$ cat src/rtl/op_seq_pkg.sv
// op_seq_pkg: shared state encoding, instruction classes and field positions for op_sequencer
package op_seq_pkg;
  localparam int INSTR_W = 16;
  localparam int CLS_HI = 15;
  localparam int CLS_LO = 12;
  localparam int OP_HI = 11;
  localparam int OP_LO = 8;
  localparam int ARG_HI = 7;
  localparam int ARG_LO = 0;
  localparam logic [3:0] CLS_NOP = 4'h0;
  localparam logic [3:0] CLS_ALUI = 4'h1;
  localparam logic [3:0] CLS_ALUM = 4'h2;
  localparam logic [3:0] CLS_ST = 4'h3;
  localparam logic [3:0] CLS_JMP = 4'h4;
  localparam logic [3:0] CLS_JZ = 4'h5;
  localparam logic [3:0] CLS_JC = 4'h6;
  localparam logic [3:0] CLS_HALT = 4'hF;
  typedef enum logic [2:0] {FETCH, DECODE, MEM_RD, MEM_WR, EXEC, HALT, TRAP} state_t;
endpackage

$ cat src/rtl/op_sequencer_pc_unit.sv
// op_sequencer_pc_unit: program counter with increment, branch load and natural wrap
// Ports: clk, rst_n (async, active low), inc (advance after fetch), load/target (branch), pc (current address)
module op_sequencer_pc_unit #(
  parameter int PC_W = 8
) (
  input  logic            clk,
  input  logic            rst_n,
  input  logic            inc,
  input  logic            load,
  input  logic [PC_W-1:0] target,
  output logic [PC_W-1:0] pc
);
  always_ff @(posedge clk or negedge rst_n)
    if (!rst_n) pc <= '0;
    else if (load) pc <= target;
    else if (inc) pc <= pc + PC_W'(1);
endmodule

$ cat src/rtl/op_sequencer.sv
// op_sequencer: fetch/decode/execute controller driving the ALU + accumulator + carry block
// Ports: prog_* instruction fetch handshake, dmem_* data memory handshake, acc_in/carry_in
// datapath status, alu_op/alu_b/aku_enable datapath control, halted stop status.
// Build option OP_SEQ_TRAP_EN: illegal classes enter TRAP and raise the extra trap output.
module op_sequencer
  import op_seq_pkg::*;
#(
  parameter int PC_W = 8,
  parameter int DATA_W = 8
) (
  input  logic               clk,
  input  logic               rst_n,
  output logic               prog_req,
  output logic [PC_W-1:0]    prog_addr,
  input  logic               prog_ack,
  input  logic [INSTR_W-1:0] prog_data,
  output logic               dmem_req,
  output logic               dmem_we,
  output logic [7:0]         dmem_addr,
  output logic [DATA_W-1:0]  dmem_wdata,
  input  logic [DATA_W-1:0]  dmem_rdata,
  input  logic               dmem_ack,
  input  logic [DATA_W-1:0]  acc_in,
  input  logic               carry_in,
  output logic [3:0]         alu_op,
  output logic [DATA_W-1:0]  alu_b,
  output logic               aku_enable,
  output logic               halted
`ifdef OP_SEQ_TRAP_EN
  ,
  output logic               trap
`endif
);
  state_t state;
  logic [INSTR_W-1:0] ir;
  logic [DATA_W-1:0] b_reg;
  logic [3:0] cls;
  logic [7:0] arg;
  logic pc_inc, pc_load;
  assign cls = ir[CLS_HI:CLS_LO];
  assign arg = ir[ARG_HI:ARG_LO];
  assign alu_op = ir[OP_HI:OP_LO];
  assign alu_b = b_reg;
  assign dmem_addr = arg;
  // store data only shows on the bus while a write is in flight
  assign dmem_wdata = dmem_we ? acc_in : '0;
  // prog_req guards the ack so stray or post-reset acks never advance the PC
  assign pc_inc = state == FETCH && prog_req && prog_ack;
  assign pc_load = state == DECODE && (cls == CLS_JMP || (cls == CLS_JZ && acc_in == '0) || (cls == CLS_JC && carry_in));
  op_sequencer_pc_unit #(.PC_W(PC_W)) u_pc (
    .clk(clk),
    .rst_n(rst_n),
    .inc(pc_inc),
    .load(pc_load),
    .target(PC_W'(arg)),
    .pc(prog_addr)
  );
  // request strobes are set on entry to their state so they are clean register outputs
  always_ff @(posedge clk or negedge rst_n)
    if (!rst_n) begin
      state <= FETCH;
      ir <= '0;
      b_reg <= '0;
      prog_req <= 1'b0;
      dmem_req <= 1'b0;
      dmem_we <= 1'b0;
      aku_enable <= 1'b0;
      halted <= 1'b0;
`ifdef OP_SEQ_TRAP_EN
      trap <= 1'b0;
`endif
    end else begin
      aku_enable <= 1'b0;
      case (state)
        FETCH:
          if (!prog_req) prog_req <= 1'b1;
          else if (prog_ack) begin
            prog_req <= 1'b0;
            ir <= prog_data;
            state <= DECODE;
          end
        DECODE:
          case (cls)
            CLS_ALUI: begin
              b_reg <= DATA_W'(arg);
              aku_enable <= 1'b1;
              state <= EXEC;
            end
            CLS_ALUM: begin
              dmem_req <= 1'b1;
              state <= MEM_RD;
            end
            CLS_ST: begin
              dmem_req <= 1'b1;
              dmem_we <= 1'b1;
              state <= MEM_WR;
            end
            CLS_HALT: begin
              halted <= 1'b1;
              state <= HALT;
            end
            CLS_NOP, CLS_JMP, CLS_JZ, CLS_JC: begin
              prog_req <= 1'b1;
              state <= FETCH;
            end
            default: begin
`ifdef OP_SEQ_TRAP_EN
              trap <= 1'b1;
              halted <= 1'b1;
              state <= TRAP;
`else
              prog_req <= 1'b1;
              state <= FETCH;
`endif
            end
          endcase
        MEM_RD:
          if (dmem_ack) begin
            b_reg <= dmem_rdata;
            dmem_req <= 1'b0;
            aku_enable <= 1'b1;
            state <= EXEC;
          end
        MEM_WR:
          if (dmem_ack) begin
            dmem_req <= 1'b0;
            dmem_we <= 1'b0;
            prog_req <= 1'b1;
            state <= FETCH;
          end
        EXEC: begin
          prog_req <= 1'b1;
          state <= FETCH;
        end
        default: ;
      endcase
    end
endmodule

$ cat config.mk
export PLATFORM = sky130hd
export DESIGN_NAME = op_sequencer
export DESIGN_NICKNAME = d
export VERILOG_FILES = /design/src/rtl/op_seq_pkg.sv /design/src/rtl/op_sequencer_pc_unit.sv /design/src/rtl/op_sequencer.sv
export SDC_FILE = /design/constraint.sdc
export NUM_CORES = 1
export LEC_CHECK = 0
export CAP_MARGIN = 25
export CORE_MARGIN = 2
export CORE_UTILIZATION = 45
export DETAILED_ROUTE_END_ITERATION = 8
export PLACE_DENSITY = 0.89
export SLEW_MARGIN = 20
export SYNTH_ARGS = -nofsm -noshare
export SYNTH_HDL_FRONTEND = slang
export SYNTH_SLANG_ARGS = --single-unit
$ cat constraint.sdc
create_clock -name clk -period 4.5 [get_ports clk]
set_input_delay 1.125 -clock clk [delete_from_list [all_inputs] [get_ports clk]]
set_output_delay 1.125 -clock clk [all_outputs]
set_load 0.02 [all_outputs]
==> results of run 1 <==
## Yosys cell counts (all sizes together)
cell	number
a221o	6
nor2b	1
dfrtp	40
a31oi	1
a221oi	2
or4	1
a22o	1
o221a	1
ha	1
xor2	2
nand4	1
xnor2	1
mux2i	8
nor2	15
a21oi	12
inv	4
and2b	1
a211oi	1
o211ai	1
nand4b	2
and4	1
clkbuf	1
o2bb2ai	1
a21o	2
and2	8
a31o	2
nor4	2
or2	1
and3	1
buf	19
nand2	57
and4b	1
nand2b	1
nand3	3
o21ai	7
or3	1
nor3	4
nand3b	1
## sequential cells by signal, indices dropped and copies added, names as in the netlist
name,count
aku_enable,1
alu_b,8
dmem_req,1
dmem_we,1
halted,1
ir,16
prog_req,1
state,3
u_pc.pc,8
## layout by cell type, fill, tap and decap left out, types with 2 or more instances in the layout
| master | Yosys | layout |
|---|---|---|
| bufinv_16 | 0 | 2 |
| clkbuf_8 | 0 | 5 |
| a221oi_1 | 2 | 2 |
| a21oi_1 | 12 | 12 |
| nand4b_1 | 2 | 2 |
| nor2_4 | 2 | 2 |
| a221o_1 | 6 | 6 |
| nand2_1 | 56 | 56 |
| nor2_1 | 13 | 13 |
| a21o_1 | 2 | 2 |
| dfrtp_1 | 40 | 40 |
| nand3_1 | 3 | 3 |
| and2_1 | 8 | 8 |
| o21ai_0 | 7 | 7 |
| xor2_1 | 2 | 2 |
| nor3_1 | 3 | 3 |
| mux2i_1 | 8 | 8 |
| clkdlybuf4s50_1 | 0 | 76 |
| a31o_2 | 2 | 2 |
| inv_1 | 4 | 4 |
## critical path, stage by stage
cell and delay (ns):
clkdlybuf4s50_1 0.50, and2_1 0.15, clkdlybuf4s50_1 0.60
## report_power, final
| group | switching (mW) | internal [mW] | leakage [nW] | total [mW] |
|---|---|---|---|---|
| clock network | 0.120 | 0.218 | 0.0642 | 0.338 |
| logic | 0.478 | 0.442 | 0.687 | 0.921 |
| registers | 0.186 | 0.520 | 0.492 | 0.706 |
## stage by stage
stage / hold slack [ns] / area, µm² / total power, mW / utilization (%) / instances
floorplan: 0.447 / 2060 / 1.29 / - / 215
global placement: 0.453 / 2760 / 1.59 / 62.9 / 325
detailed placement: 0.458 / 2760 / 1.63 / 62.9 / 325
CTS: 0.474 / 2890 / 1.98 / 65.8 / 332
global route: 0.482 / 2890 / 2.09 / 65.8 / 332
finish: 0.471 / 2890 / 1.96 / 65.8 / 332
## cell families after synthesis
family / share of synthesized area [%]
AO/OA/AOI/OAI: 13.3
AND/OR/NAND/NOR: 24.7
flip-flops: 48.6
buffers and inverters: 7.54
XOR/XNOR: 1.28
adder cells (fa/ha/maj): 0.608
multiplexers: 3.89
## layer usage
layer  vias up  GRT usage (%)  part of all wire (%)  wire, µm
met3         8           4.78                   5.4       275
met4         0           6.50                   1.4        70
met2        56           35.1                    52      2620
met5         -              0                     0         0
met1       836           27.5                    41      2100
li1        856              -                     -         -
## final cells by class
class	instances	area share (%)
clock buffer	5	2.39
sequential	40	34.7
inverter	4	0.520
timing repair buffer	78	26.8
clock inverter	2	2.08
multi-input combinational	151	31.3
tap	52	2.25
## final timing paths
| kind | depth (start not counted) | slack [ns] | startpoint | to |
|---|---|---|---|---|
| worst max-delay path | 3 | 1.0 | acc_in[6] | dmem_wdata[6] |
| worst min-delay path | 1 | 0.47 | halted | halted |
| worst max register to register | 5 | 2.46 | state[0] | u_pc.pc[5] |
| worst min register to register | 1 | 0.47 | halted | halted |
| max in group asynchronous | 1 | 3.03 | rst_n | u_pc.pc[4] |
| min in group asynchronous | 1 | 0.94 | rst_n | alu_b[5] |
==> impl_metrics.env, run 1 <==
export IMPL_status="finished, final reports clean"
export IMPL_avgRoutedWirePerCell_um=15.3
export IMPL_post_route_period_util_pct=77.8
export IMPL_antenna_found_initial=0
export IMPL_synth_distinct_cells=44
export IMPL_drt_initial_drc_count=115
export IMPL_grt_overflow_total=0
export IMPL_start_util_pct=46.9
export IMPL_vias=1756
export IMPL_cts_resized=0
export IMPL_multi_input_area_um2=902
export IMPL_grt_max_degree=41
export IMPL_finalWorstSetupSlack_ns=0.998
export IMPL_netlist_instances=215
export IMPL_core_um2=4380
export IMPL_drcViolationCount=0
export IMPL_gp_congestion=0.809
export IMPL_slew_viol_final=0
export IMPL_cts_setup_buffers=0
export IMPL_path_clk_slew_ns=0.07
export IMPL_rows=24
export IMPL_path_class="input port to output port"
export IMPL_endpoint_kind="output port"
export IMPL_drv_cap=0
export IMPL_area_growth_pct=40.2
export IMPL_htree_levels=2
export IMPL_via_per_inst=5.29
export IMPL_root_buffer="clkbuf_8"
export IMPL_first_pass_iters=4
export IMPL_slew_headroom_pct=43.0
export IMPL_fmax_mhz=286
export IMPL_cts_path_max_buffers=2
export IMPL_synth_top_cell_by_area="dfrtp_1"
export IMPL_synth_nets=253
export IMPL_p_leak_nw=1.24
export IMPL_die_y_um=71.6
export IMPL_yosys_warnings=0
export IMPL_syn_cell_area_um2=2060
export IMPL_grt_pass1_vias=1743
export IMPL_syn_area_per_cell_um2=9.57
export IMPL_cts_tree="done"
export IMPL_fin_skew_ns=0.00443
export IMPL_grt_use_total_pct=21.1
export IMPL_final_nets=318
export IMPL_register_area_um2=1000
export IMPL_finalCriticalPeriod_ns=3.50
export IMPL_synth_top_cell_area_share_pct=48.6
export IMPL_antennaDiodeCount=0
export IMPL_drt_wl_total_mm=5.07
export IMPL_drive_gt1_share_pct=7.86
export IMPL_numCtsBuffers=5
export IMPL_min_path_type="flip-flop to flip-flop"
export IMPL_top_level_ports=78
export IMPL_crit_fanout=2
export IMPL_ant_nets=0
export IMPL_dp_hpwl_mm=3.58
export IMPL_hold_violations=0
export IMPL_fin_setup_tns_ns=0
export IMPL_cts_num_sinks=40
export IMPL_ys_seq_area_share_pct=48.6
export IMPL_die_area_um2=5130
export IMPL_die_x_um=71.6
export IMPL_worstSetupStartpointType="input port"
export IMPL_rsz0062_at_grt="false"
export IMPL_cts_hold_buf=0
export IMPL_irDropWorstVdd_v=0.000372
export IMPL_ys_ff_latch=40
export IMPL_required_ns=3.38
export IMPL_synth_area_leaders="dfrtp_1, nand2_1, buf_4"
export IMPL_dp_slack_ns=1.00
export IMPL_cp_arrival_ns=2.38
export IMPL_fillers=358
export IMPL_worstMarginPinSlew_ns=0.855
export IMPL_grt_pass1_wl_mm=8.36
export IMPL_io_buffers=77
export IMPL_setup_viol=0
export IMPL_pwr_density_cell_nw_per_um2=681
export IMPL_clock_latency_ns=0.29
No activity file was read; power rests on OpenSTA's default activity.
==> inputs of run 2 (changes only) <==
- CORE_UTILIZATION: 45 -> 40
- PLACE_DENSITY: 0.89 -> 0.84
- clock period: 4.5 -> 3.2 ns (I/O delays scaled with it)
==> run 2 against run 1 <==
Sequential share of layout area fell by 0.33 points. Via count increased by 2.3%. Combinational power grew 42%. Global-route usage decreased by 3.1 points.
==> impl_metrics.env, run 2 (synthesis gave the netlist of run 1 again) <==
export IMPL_status="finished, final reports clean"
export IMPL_crit_buf_inv=2
export IMPL_cts_hold_buf=0
export IMPL_endpoint_kind="output port"
export IMPL_slew_headroom_pct=41.0
export IMPL_htree_levels=2
export IMPL_crit_chain="clkdlybuf4s50_1 -> and2_1 -> clkdlybuf4s50_1"
export IMPL_antenna_found_initial=0
export IMPL_cts_num_sinks=40
export IMPL_p_leak_nw=1.25
export IMPL_cts_tree="done"
export IMPL_fin_skew_ns=0.0151
export IMPL_slew_viol_final=0
export IMPL_cts_resized=0
export IMPL_fillers=448
export IMPL_register_area_um2=1000
export IMPL_finalCriticalPeriod_ns=2.81
export IMPL_via_per_inst=5.08
export IMPL_cp_slowest_cell="clkdlybuf4s50_1"
export IMPL_final_common_cell="clkdlybuf4s50_1"
export IMPL_cts_setup_buffers=0
export IMPL_die_y_um=75.7
export IMPL_grt_use_total_pct=17.9
export IMPL_gp_congestion=0.774
export IMPL_core_um2=5040
export IMPL_largest_register="ir"
export IMPL_top_level_ports=78
export IMPL_irDropWorstVdd_v=0.000556
export IMPL_start_util_pct=40.8
export IMPL_path_class="input port to output port"
export IMPL_grt_pass1_wl_mm=7.76
export IMPL_grt_max_degree=41
export IMPL_drt_initial_drc_count=135
export IMPL_avgRoutedWirePerCell_um=14.0
export IMPL_path_delay_family="buffers and inverters"
export IMPL_drv_cap=0
export IMPL_worstMarginPinSlew_ns=0.884
export IMPL_area_growth_pct=41.5
export IMPL_crit_fanout=2
export IMPL_path_clk_slew_ns=0.07
export IMPL_slowest_delay_ns=0.60
export IMPL_fmax_mhz=355
export IMPL_numCtsBuffers=5
export IMPL_grt_pass1_vias=1620
export IMPL_largest_reg_flops=16
export IMPL_grt_overflow_total=0
export IMPL_vias=1797
export IMPL_dp_hpwl_mm=3.75
export IMPL_setup_viol=0
export IMPL_drcViolationCount=0
export IMPL_drt_wl_total_mm=4.97
export IMPL_multi_input_area_um2=902
export IMPL_worstSetupStartpointType="input port"
export IMPL_min_path_type="flip-flop to flip-flop"
export IMPL_pwr_density_cell_nw_per_um2=929
export IMPL_first_pass_iters=4
export IMPL_power_mw=2.71
export IMPL_required_ns=2.40
export IMPL_post_route_period_util_pct=88.0
export IMPL_cts_path_max_buffers=2
export IMPL_die_x_um=75.7
export IMPL_final_cell_mix="clkdlybuf4s50_1, nand2_1, dfrtp_1"
export IMPL_root_buffer="clkbuf_8"
export IMPL_io_buffers=77
export IMPL_ant_nets=0
export IMPL_cp_common_cell="clkdlybuf4s50_1"
export IMPL_cp_arrival_ns=2.01
export IMPL_antennaDiodeCount=0
export IMPL_rows=26
export IMPL_clock_latency_ns=0.29
export IMPL_fin_setup_tns_ns=0
export IMPL_die_area_um2=5740
export IMPL_rsz0062_at_grt="false"
export IMPL_final_nets=321
export IMPL_hold_violations=0
export IMPL_drive_gt1_share_pct=9.15
run 2: final cells by class:
| class | instances | share of cell area (%) |
|---|---|---|
| multi-input combinational | 151 | 31.0 |
| inverter | 4 | 0.515 |
| tap | 70 | 3.01 |
| sequential | 40 | 34.4 |
| clock buffer | 5 | 2.36 |
| clock inverter | 3 | 1.46 |
| timing repair buffer | 81 | 27.3 |
run 2: where the power goes:
part	leakage (nW)	switching [mW]	internal (mW)
logic	0.702	0.669	0.637
clock network	0.0541	0.178	0.231
registers	0.492	0.261	0.731
run 2: layer usage:
metal / vias up / track usage, % / wire (µm)
met5: - / 0 / 0
met3: 2 / 3.70 / 214
met2: 53 / 31.5 / 2620
li1: 865 / - / -
met1: 877 / 23.1 / 2110
met4: 0 / 3.51 / 26
run 2: path summary, 6_finish.rpt:
path	start	end	slack (ns)	depth (start not counted)
max in group asynchronous	rst_n	alu_b[4]	2.01	1
setup / recovery	acc_in[2]	dmem_wdata[2]	0.39	3
min in group asynchronous	rst_n	alu_b[5]	0.62	1
hold reg to reg	halted	halted	0.49	1
hold / removal	halted	halted	0.49	1
setup reg to reg	state[0]	alu_b[6]	1.27	5
run 2: stage by stage:
step                      hold slack (ns)  utilization, %  instance area, µm²  worst slack [ns]  cells
after floorplan                     0.447               -                2060              1.09    215
after global placement              0.454            55.6                2800             0.395    346
after detailed placement            0.462            55.6                2800             0.378    346
after CTS                           0.482            57.8                2910             0.381    354
after global routing                0.490            57.8                2910             0.331    354
final                               0.485            57.8                2910             0.385    354
==> inputs of run 3 (changes only) <==
- CORE_MARGIN: 2 -> unset
==> run 3 against run 2 <==
Clock power is 3% lower. Largest cell class unchanged. Final cell count is 0.85% lower. Combinational power hardly changed. Power is 0.90% lower. Design area is 0.26% lower. Largest power group unchanged. Via count is 3.3% lower. Utilization is 2.2 points higher. Sequential cell count stayed put. Wire length is 2.9% lower. Maximum frequency is 1.1% lower.
==> impl_metrics.env, run 3 (synthesis gave the netlist of run 1 again) <==
export IMPL_antenna_found_initial=0
export IMPL_finalWorstSetupSlack_ns=0.355
export IMPL_endpoint_kind="output port"
export IMPL_status="finished, final reports clean"
export IMPL_cts_resized=0
export IMPL_vias=1738
export IMPL_sw_frac_of_total_pct=40.4
export IMPL_slew_headroom_pct=40.2
export IMPL_place_area_um2=2800
export IMPL_cts_setup_buffers=0
export IMPL_grt_use_total_pct=19.5
export IMPL_power_frac_clock_pct=14.8
export IMPL_root_buffer="clkbuf_8"
export IMPL_io_buffers=77
export IMPL_irDropWorstVdd_v=0.000565
export IMPL_path_class="input port to output port"
export IMPL_cts_tree="done"
export IMPL_crit_fanout=2
export IMPL_drive_gt1_share_pct=8.80
export IMPL_final_common_cell="clkdlybuf4s50_1"
export IMPL_grt_max_degree=41
export IMPL_r2r_cells=5
export IMPL_cts_path_max_buffers=2
export IMPL_ant_nets=0
export IMPL_pwr_share_comb_pct=48.4
export IMPL_p_int_mw=1.60
export IMPL_finalCriticalPeriod_ns=2.85
export IMPL_gp_congestion=0.784
export IMPL_via_per_inst=4.95
export IMPL_rows=25
export IMPL_final_nets=321
export IMPL_fin_skew_ns=0.00287
export IMPL_placed_cells=343
export IMPL_grt_pass1_wl_mm=7.95
export IMPL_rsz0062_at_grt="false"
export IMPL_r2r_end="alu_b[2]"
export IMPL_die_y_um=73.7
export IMPL_cp_slowest_cell="clkdlybuf4s50_1"
export IMPL_cts_hold_buf=0
export IMPL_path_delay_family="buffers and inverters"
export IMPL_p_switching_mw=1.08
export IMPL_clock_latency_ns=0.29
export IMPL_seq_power_share_pct=36.8
export IMPL_crit_cells=3
export IMPL_die_x_um=73.7
export IMPL_largest_reg_flops=16
export IMPL_worstMarginPinSlew_ns=0.897
export IMPL_top_level_ports=78
export IMPL_fin_setup_tns_ns=0
export IMPL_drv_cap=0
export IMPL_r2r_start="state[0]"
export IMPL_first_pass_iters=4
export IMPL_antennaDiodeCount=0
export IMPL_area_growth_pct=41.2
export IMPL_grt_pass1_vias=1723
export IMPL_cp_common_cell="clkdlybuf4s50_1"
export IMPL_start_util_pct=42.5
export IMPL_drt_wl_total_mm=4.83
export IMPL_slew_viol_final=0
export IMPL_cp_arrival_ns=2.05
export IMPL_largest_register="ir"
export IMPL_stdcell_area_um2=2910
export IMPL_drt_initial_drc_count=105
export IMPL_required_ns=2.40
export IMPL_die_area_um2=5440
export IMPL_numCtsBuffers=5
export IMPL_post_route_period_util_pct=88.9
export IMPL_worstSetupStartpointType="input port"
export IMPL_htree_levels=2
export IMPL_drcViolationCount=0
export IMPL_crit_chain="clkdlybuf4s50_1 -> and2_1 -> clkdlybuf4s50_1"
export IMPL_crit_buf_inv=2
export IMPL_slowest_delay_ns=0.61
export IMPL_final_cell_mix="clkdlybuf4s50_1, nand2_1, dfrtp_1"
export IMPL_p_leak_nw=1.25
export IMPL_min_path_type="flip-flop to flip-flop"
export IMPL_dp_hpwl_mm=3.56
export IMPL_avgRoutedWirePerCell_um=13.7
export IMPL_fmax_mhz=351
export IMPL_setup_viol=0
export IMPL_pwr_density_cell_nw_per_um2=923
export IMPL_grt_overflow_total=0
export IMPL_cp_startpoint="acc_in[5]"
export IMPL_core_um2=4850
export IMPL_layoutNonFillerInstCount=351
export IMPL_cts_num_sinks=40
export IMPL_hold_violations=0
export IMPL_path_clk_slew_ns=0.07
export IMPL_dp_slack_ns=0.351
export IMPL_ff2ff_setup_slack_ns=1.27
export IMPL_critPathCapture="dmem_wdata[5]"
-- run 3: layout make-up --
cell class	count	area, µm²
Sequential cell	40	1000
Inverter	4	15.0
Clock inverter	2	35.0
Multi-Input combinational cell	151	902
Timing Repair Buffer	81	796
Clock buffer	6	72.6
Fill cell	414	1940
Tap cell	67	83.8
-- run 3: layer usage --
metal,track usage (%),routed length (µm)
met4,5.13,48
met2,31.9,2420
met5,0,0
met3,5.49,241
met1,25.5,2120
-- run 3: tightest hold or removal path: stages (launching register included) --
cell     delay [ns]
dfrtp_1        0.35
nand2_1        0.05
nand2_1        0.05
-- run 3: how the worst min path moves through the flow --
stage,endpoint,cells past startpoint,slack [ns],startpoint
finish,ir[8],2,0.48,ir[8]
global route,halted,1,0.49,halted
CTS,halted,1,0.48,halted
detailed placement,ir[8],2,0.47,ir[8]
global placement,halted,1,0.45,halted
floorplan,ir[10],2,0.45,ir[10]
-- run 3: stage by stage --
stage          total power, mW  util, %  hold slack, ns
3_5_place_dp              2.29     57.7           0.466
6_report                  2.68     59.9           0.482
4_1_cts                   2.70     59.9           0.483
5_1_grt                   2.88     59.9           0.490
3_3_place_gp              2.26     57.7           0.454
2_1_floorplan             1.82        -           0.447
-- run 3: power by group through the flow --
stage               logic (mW)  registers [mW]  clock network, mW
floorplan                0.781            1.04                  0
detailed placement        1.30           0.990                  0
CTS                       1.31           0.983              0.409
finish                    1.30           0.987              0.398
global route              1.43            1.02              0.430
global placement          1.27           0.983                  0
